`config.mk`:
```
export PLATFORM = sky130hd
export DESIGN_NAME = multdiv
export DESIGN_NICKNAME = d
export VERILOG_FILES = /design/src/rtl/multdiv.sv
export SDC_FILE = /design/constraint.sdc
export NUM_CORES = 1
export LEC_CHECK = 0
export CAP_MARGIN = 20
export CORE_MARGIN = 1
export CORE_UTILIZATION = 45
export DETAILED_ROUTE_END_ITERATION = 8
export PLACE_DENSITY_LB_ADDON = 0.08
export RECOVER_POWER = 50
export SLEW_MARGIN = 20
export SYNTH_ARGS = -nofsm -noshare
export SYNTH_HDL_FRONTEND = slang
export SYNTH_SLANG_ARGS = --single-unit
export TNS_END_PERCENT = 10
```
`constraint.sdc`:
```
create_clock -name clock -period 4.75 [get_ports clock]
set_clock_uncertainty 0.15 [all_clocks]
set_input_delay 0.95 -clock clock [delete_from_list [all_inputs] [get_ports clock]]
set_output_delay 0.95 -clock clock [all_outputs]
set_load 0.005 [all_outputs]
```
`src/rtl/multdiv.sv`:
```
// Iterative 32-bit signed multiply/divide unit: shift-add multiply and restoring
// divide on operand magnitudes, fixed 34-cycle latency (2 cycles for divide-by-zero).
module multdiv #(
    parameter int WIDTH = 32
) (
    input  logic             clock,
    input  logic             reset,
    input  logic [WIDTH-1:0] data_operandA,
    input  logic [WIDTH-1:0] data_operandB,
    input  logic             ctrl_MULT,
    input  logic             ctrl_DIV,
    output logic [WIDTH-1:0] data_result,
    output logic             data_exception,
    output logic             data_resultRDY,
    output logic             busy
);
    localparam int WW = 2 * WIDTH + 1;
    localparam int CW = $clog2(WIDTH);

    typedef enum logic [1:0] {IDLE, RUN, FINAL, DONE} state_t;

    state_t           state_q, state_d;
    logic [CW-1:0]    cnt_q, cnt_d;
    logic [WIDTH-1:0] result_q, result_d;
    logic             exc_q, exc_d;
    logic             is_mult_q, is_mult_d;
    logic             neg_q, neg_d;
    logic [WIDTH:0]   mag_q, mag_d;
    logic [WW-1:0]    work_q, work_d;

    logic             start;
    logic [WIDTH:0]   a_mag, b_mag, add_sum, rem_shift;
    logic [WIDTH+1:0] rem_diff;
    logic [WW-1:0]    prod;
    logic [WIDTH-1:0] quot;

    // Magnitudes need WIDTH+1 bits so that |0x80000000| = 2^31 is representable.
    assign a_mag = data_operandA[WIDTH-1] ? ({(WIDTH+1){1'b0}} - {1'b1, data_operandA})
                                          : {1'b0, data_operandA};
    assign b_mag = data_operandB[WIDTH-1] ? ({(WIDTH+1){1'b0}} - {1'b1, data_operandB})
                                          : {1'b0, data_operandB};
    assign start = (ctrl_MULT | ctrl_DIV) && (state_q == IDLE || state_q == DONE);

    // work_q holds {upper partial product, multiplier} or {remainder, quotient}.
    assign add_sum   = {1'b0, work_q[2*WIDTH-1:WIDTH]} + (work_q[0] ? mag_q : {(WIDTH+1){1'b0}});
    assign rem_shift = {work_q[2*WIDTH-1:WIDTH], work_q[WIDTH-1]};
    assign rem_diff  = {1'b0, rem_shift} - {1'b0, mag_q};
    assign prod      = neg_q ? ({WW{1'b0}} - work_q) : work_q;
    assign quot      = neg_q ? ({WIDTH{1'b0}} - work_q[WIDTH-1:0]) : work_q[WIDTH-1:0];

    always_comb begin
        // NOTE: every variable gets a default first so no path can infer a latch.
        state_d   = state_q;
        cnt_d     = cnt_q;
        result_d  = result_q;
        exc_d     = exc_q;
        is_mult_d = is_mult_q;
        neg_d     = neg_q;
        mag_d     = mag_q;
        work_d    = work_q;
        unique case (state_q)
            IDLE, DONE: begin
                state_d = IDLE;
                if (start) begin
                    cnt_d     = '0;
                    is_mult_d = ctrl_MULT;
                    neg_d     = data_operandA[WIDTH-1] ^ data_operandB[WIDTH-1];
                    if (ctrl_MULT) begin
                        mag_d   = a_mag;
                        work_d  = {{(WIDTH+1){1'b0}}, b_mag[WIDTH-1:0]};
                        state_d = RUN;
                    end else begin
                        mag_d   = b_mag;
                        work_d  = {{(WIDTH+1){1'b0}}, a_mag[WIDTH-1:0]};
                        state_d = (data_operandB == '0) ? FINAL : RUN;
                    end
                end
            end
            RUN: begin
                cnt_d = cnt_q + 1'b1;
                if (is_mult_q)
                    work_d = {1'b0, add_sum, work_q[WIDTH-1:1]};
                else if (rem_diff[WIDTH+1])
                    work_d = {rem_shift, work_q[WIDTH-2:0], 1'b0};
                else
                    work_d = {rem_diff[WIDTH:0], work_q[WIDTH-2:0], 1'b1};
                if (cnt_q == CW'(WIDTH - 1))
                    state_d = FINAL;
            end
            FINAL: begin
                state_d = DONE;
                if (is_mult_q) begin
                    result_d = prod[WIDTH-1:0];
                    exc_d    = prod[WW-1:WIDTH] != {(WIDTH+1){prod[WIDTH-1]}};
                end else if (mag_q == '0) begin
                    result_d = '0;
                    exc_d    = 1'b1;
                end else begin
                    // A positive quotient of 2^31 only arises from 0x80000000 / -1.
                    result_d = quot;
                    exc_d    = work_q[WIDTH-1] & ~neg_q;
                end
            end
            default: state_d = IDLE;
        endcase
    end

    always_ff @(posedge clock) begin
        if (reset) begin
            state_q  <= IDLE;
            cnt_q    <= '0;
            result_q <= '0;
            exc_q    <= 1'b0;
        end else begin
            state_q  <= state_d;
            cnt_q    <= cnt_d;
            result_q <= result_d;
            exc_q    <= exc_d;
        end
    end

    // NOTE: datapath registers are always loaded before use, so they carry no reset.
    always_ff @(posedge clock) begin
        is_mult_q <= is_mult_d;
        neg_q     <= neg_d;
        mag_q     <= mag_d;
        work_q    <= work_d;
    end

    assign data_result    = result_q;
    assign data_exception = exc_q;
    assign data_resultRDY = (state_q == DONE);
    assign busy           = (state_q == RUN) || (state_q == FINAL);

endmodule
```
-- Word-level counts from Yosys, hierarchy flattened
Index checks and enable logic that the tools add are counted.
- register bits: 140
- $add $sub $neg: 7
- equal/unequal tests: 7
- mux-type cells: 22
- bitwise logic cells: 4
- reduce and logical (&&, ||, !) cells: 10
- operators by type and width (kind ; number):
    2-to-1 mux 65 bit ; 4
    2-to-1 mux 33 bit ; 4
    one-hot mux 65 bit (2 select lines) ; 1
    2-to-1 mux 32 bit ; 4
    subtractor 1 x 33 -> 33 bit, first input constant ; 2
    subtractor 1 x 65 -> 65 bit, first input constant ; 1
    subtractor 33 x 33 -> 34 bit ; 1
    adder 32 x 33 -> 33 bit ; 1
    zero test 33 bit ; 1
    != test 33 bit ; 1
    zero test 32 bit ; 1
    subtractor 1 x 32 -> 32 bit, first input constant ; 1
    one-hot mux 5 bit (2 select lines) ; 1
    2-to-1 mux 2 bit ; 4
    one-hot mux 2 bit (3 select lines) ; 1
    adder 5 x 1 -> 5 bit, second input constant ; 1
    equality test 5 bit, second input constant ; 1
    2-to-1 mux 5 bit ; 1
    equality test 2 bit, second input constant ; 2
    != test 2 bit, second input constant ; 2
    AND reduction 2 bit ; 2
    equality test 2 x 1 -> 1 bit, second input constant ; 1
    zero test 2 bit ; 1
    logical OR 1 bit ; 2
    8 further kinds ; 9

-- Longest topological paths before layout
Gate-level depths: netlist of run 1.
- depth after elaboration: 5
- depth in mapped cells: 14

-- Least setup slack after synthesis of run 1
OpenSTA, ideal clock, no wires.
- path kind: input port to flip-flop
- start point: input ctrl_MULT
- end point: register work_q[0], enable pin
- library setup time: 0.421 ns
- arrival: 3.775 ns
- required time: 4.179 ns
- slack: 0.404 ns
- cell stages on the path: 5
- cells stage by stage: clkbuf_1 o21ai_0 inv_1 a21oi_1 inv_1
- word-level cells in the longest chain between the ends: 4
- ends and longest elaborated chain (element ; RTL line ; RTL):
    start: declaration ; 10 ; input logic ctrl_MULT,
    bitwise OR 1 bit ; 42 ; assign start = (ctrl_MULT | ctrl_DIV) && (state_q == IDLE || state_q == DONE);
    logical AND 1 bit ; 42 ;
    != test 2 bit (no line) ; -- ;
    AND reduction 2 bit (no line) ; -- ;
    end signal: assignment ; 127 ; work_q <= work_d;
    end: declaration ; 29 ; logic [WW-1:0] work_q, work_d;
No other way between the ends.
A chain may end at the register's enable or synchronous reset.

-- Worst setup path after layout of run 1
- start point: register work_q[0]
- end point: register work_q[62], data pin
- word-level cells in the longest chain between the ends: 4
- ends and longest elaborated chain (element ; RTL line ; RTL):
    2-to-1 mux 33 bit ; 45 ; assign add_sum = {1'b0, work_q[2*WIDTH-1:WIDTH]} + (work_q[0] ? mag_q : {(WIDTH+1){1'b0}});
    adder 32 x 33 -> 33 bit ; 45 ;
    2-to-1 mux 65 bit ; 81 ; if (is_mult_q)
    one-hot mux 65 bit (2 select lines) ; 61 ; unique case (state_q)
No other way between the ends.

==> summary.md, run 1 <==
| Metric | Value |
|---|---|
| Status | `finished, violations left` |
| Failing checks | `capacitance limit, slew limit` |
| GR peak layer | `met2` |
| Util after Layout | `0.526` |
| Leading cell type in the layout, fill and taps excluded | `nor2_1` |
| Post-synth EDFFs | `100` |
| Finished Cell Area | `0.0151 mm^2` |
| GPL Wtd Cong | `0.941` |
| Met1 usage | `0.414` |
| Max stage delay cell, worst path | `a31oi_1` |
| Routed vias | `12262` |
| Final Worst Setup Slack | `257 ps` |
| Tcrit/Tclk final | `0.946` |
| RSZ-0062 raised after global routing | `false` |
| Post-Syn Instances | `1568` |
| Initial core utilization | `0.458` |
| Routed wire length per instance | `20.8 um` |
| Ys async rst share | `0` |
| Yosys cell types | `78` |
| Clk pin slew, worst setup/hold paths | `70 ps` |
| HP Class | `flip-flop to flip-flop` |
| Syn-to-layout area delta | `14.9%` |
| First-pass GRT wire length | `65.9 mm` |
| Yosys warns | `0` |
| Synth Area per Inst | `8.40 um^2` |
| Clock sinks | `140` |
| Clock Tree Buf Depth | `2` |
| Worst-case vdd ir drop | `0.000336 V` |
| Slew @ Worst Pin | `1940 ps` |
| Startpoint types | `flip-flop` |
| All-layer global routing usage | `0.282` |
| Most frequent cells in the layout | `nor2_1 (153), nand2_1 (134), a21oi_1 (122)` |
| Site Rows | `62` |
| Dpl hpwl | `32.2 mm` |
| Worst slack, placed | `226 ps` |
| DR vias/cell | `6.03` |
| Die width | `173 um` |
| Critical Path RT | `4760 ps` |
| TritonCTS buffer count | `17` |
| Ports | `103` |
| Die Height | `173 um` |
| Critical path's largest stage delay | `460 ps` |
| Pwr/cell area | `751 mW/mm^2` |
| Achievable Freq | `223 MHz` |
| Leakage power | `5.97 nW` |
| Footprint of the multi-input gates | `0.00883 mm^2` |
| DRT Pass-1 Iters | `5` |
| Final WL | `42.3 mm` |
| CP Cell Sequence | `clkinvlp_4, nor2_1, ha_1, a211oi_1, o21ai_1, a31oi_1, o21ai_1, a221o_1, o41a_1, a221o_1, a21oi_1, xor2_1, o22ai_1` |
| H-tree Lvls | `4` |
| Fraction of layout cells with a size suffix above 1 | `0.0606` |
| Postcts setup bufs | `0` |
| Syn Nets | `1711` |
| Initial antenna violation count | `0` |
| Vias in the first global route | `11353` |
| Storage element area | `0.00380 mm^2` |
| Top cell type's share of synthesized area | `0.228` |
| Die area | `0.0300 mm^2` |
| Area post-placement | `0.0146 mm^2` |
| Prevailing post-synth register cell | `edfxtp_1` |
| Endpoints failing setup | `0` |
| Setup CP Type | `flip-flop to flip-flop` |
| CP bufs+invs | `1` |
| Synth Cell Area | `0.0132 mm^2` |
| CP Max Fanout | `15` |
| Tmin final | `4490 ps` |
| Largest net degree at the start of global routing | `70` |
| Synth top area cells | `edfxtp_1 (23%), ha_1 (6.9%), xor2_1 (6.5%)` |
| M2 GR Usage | `0.422` |
| Flops & latches, synth | `140` |
| M3 GR Usage | `0.0466` |
| Core ar. | `0.0288 mm^2` |
| # port buffers | `102` |
| Fill cells | `2699` |
| Clock Latency Late Sink | `440 ps` |
| Max Cap Viol | `1` |
| # DRC | `0` |
| Crit. End Element | `flip-flop` |
| DR iter-0 viols | `1029` |
| TritonCTS clock tree | `built` |
| Nets | `1780` |
| ANT cells | `0` |
| Area leader, netlist | `edfxtp_1` |
| Crit path DAT | `4510 ps` |
| Slew Limit Fails | `36` |
| Clock root buffer | `clkbuf_16` |
| Crit path max-delay family | `compound AO/OA/AOI/OAI gates` |
| Sequential cell area fraction in the yosys report | `0.289` |
| Grt total ovfl | `0` |
| Final setup TNS | `0 ps` |
| Max-slew headroom | `-0.290` |
| Hold Vio Cnt, Final | `0` |
| Routed Antenna Nets | `0` |
-- power breakdown --
part	internal (W)	switching, W
clock network	0.000692	0.000629
registers	0.00209	0.000824
logic	0.00285	0.00428
-- synthesized netlist by cell type (8+ instances only) --
| library cell | instances |
|---|---|
| o21ai_1 | 24 |
| ha_1 | 73 |
| a21oi_1 | 122 |
| edfxtp_1 | 100 |
| or2_2 | 8 |
| nand2_1 | 134 |
| mux2i_1 | 82 |
| buf_1 | 13 |
| o41ai_1 | 13 |
| a31oi_1 | 15 |
| nor3_1 | 26 |
| o31ai_1 | 42 |
| a22oi_1 | 35 |
| o21ai_0 | 63 |
| clkbuf_1 | 55 |
| or3_1 | 19 |
| a211oi_1 | 35 |
| nor2b_1 | 11 |
| o211ai_1 | 9 |
| a21o_1 | 22 |
| inv_1 | 62 |
| o21a_1 | 12 |
| o21bai_1 | 9 |
| nand3_1 | 28 |
| nand4_1 | 19 |
| xor2_1 | 98 |
| nand2b_1 | 13 |
| dfxtp_1 | 40 |
| nor4_1 | 23 |
| and3_1 | 9 |
| nor2_1 | 153 |
| xnor2_1 | 79 |
| or4_1 | 16 |
-- stage by stage --
step           power (W)  std cells  hold WS (ps)
3_3_place_gp     0.00990       2002           294
6_report          0.0114       2034           314
4_1_cts           0.0113       2034           314
2_1_floorplan    0.00786       1568           286
3_5_place_dp     0.00997       2002           305
5_1_grt           0.0122       2034           336
-- kinds of logic after synthesis --
logic type,after synthesis,synth area share
XOR/XNOR,178,0.119
multiplexers,84,0.0640
buffers and inverters,141,0.0419
flip-flops,140,0.289
AND/OR/NAND/NOR,500,0.190
adder cells (fa/ha/maj),75,0.0724
other,1,0.000285
AO/OA/AOI/OAI,449,0.223
-- layer usage --
layer,up-vias,wire length [um]
met5,-,0
li1,5972,-
met2,388,18300
met3,41,2700
met1,5861,20500
met4,0,796
-- final cells by class --
class,instances,area share
clock inverter,15,0.00885
sequential,140,0.251
multi-input combinational,1287,0.584
timing repair buffer,126,0.0794
inverter,65,0.0164
clock buffer,17,0.0281
tap,384,0.0318
-- flip-flops by register name, summed over array words and instances, names as in the netlist --
name,flops
state_q,2
work_q,65
cnt_q,5
neg_q,1
data_result,32
mag_q,33
is_mult_q,1
data_exception,1
-- worst register-to-register path: cells and delay by family (launching register included) --
family | cells | cell delay (ps)
buffers and inverters | 1 | 320
AO/OA/AOI/OAI | 9 | 2600
XOR/XNOR | 1 | 180
flip-flops | 1 | 400
adder cells (fa/ha/maj) | 1 | 290
AND/OR/NAND/NOR | 1 | 290
-- final timing paths --
kind / from / slack (ps) / end / cells past startpoint
min reg2reg: cnt_q[4] / 310 / cnt_q[4] / 2
max reg2reg: work_q[0] / 260 / work_q[62] / 13
min: cnt_q[4] / 310 / cnt_q[4] / 2
max: work_q[0] / 260 / work_q[62] / 13
-- repair_timing --
item,in CTS,in global routing
setup endpoints to repair,0,1
endpoints found under the hold margin,0,0
hold buffers,0,0
gates resized for setup,0,1
Power figures use the tool's default switching activity.
==> run 2, diff against run 1 <==
--- a/config.mk
+++ b/config.mk
@@ -11,7 +11,6 @@
 export DETAILED_ROUTE_END_ITERATION = 8
 export PLACE_DENSITY_LB_ADDON = 0.08
 export RECOVER_POWER = 50
-export SLEW_MARGIN = 20
 export SYNTH_ARGS = -nofsm -noshare
 export SYNTH_HDL_FRONTEND = slang
 export SYNTH_SLANG_ARGS = --single-unit
==> results of run 2 <==
The final DEF is identical to that of run 1; final timing and power are the same.
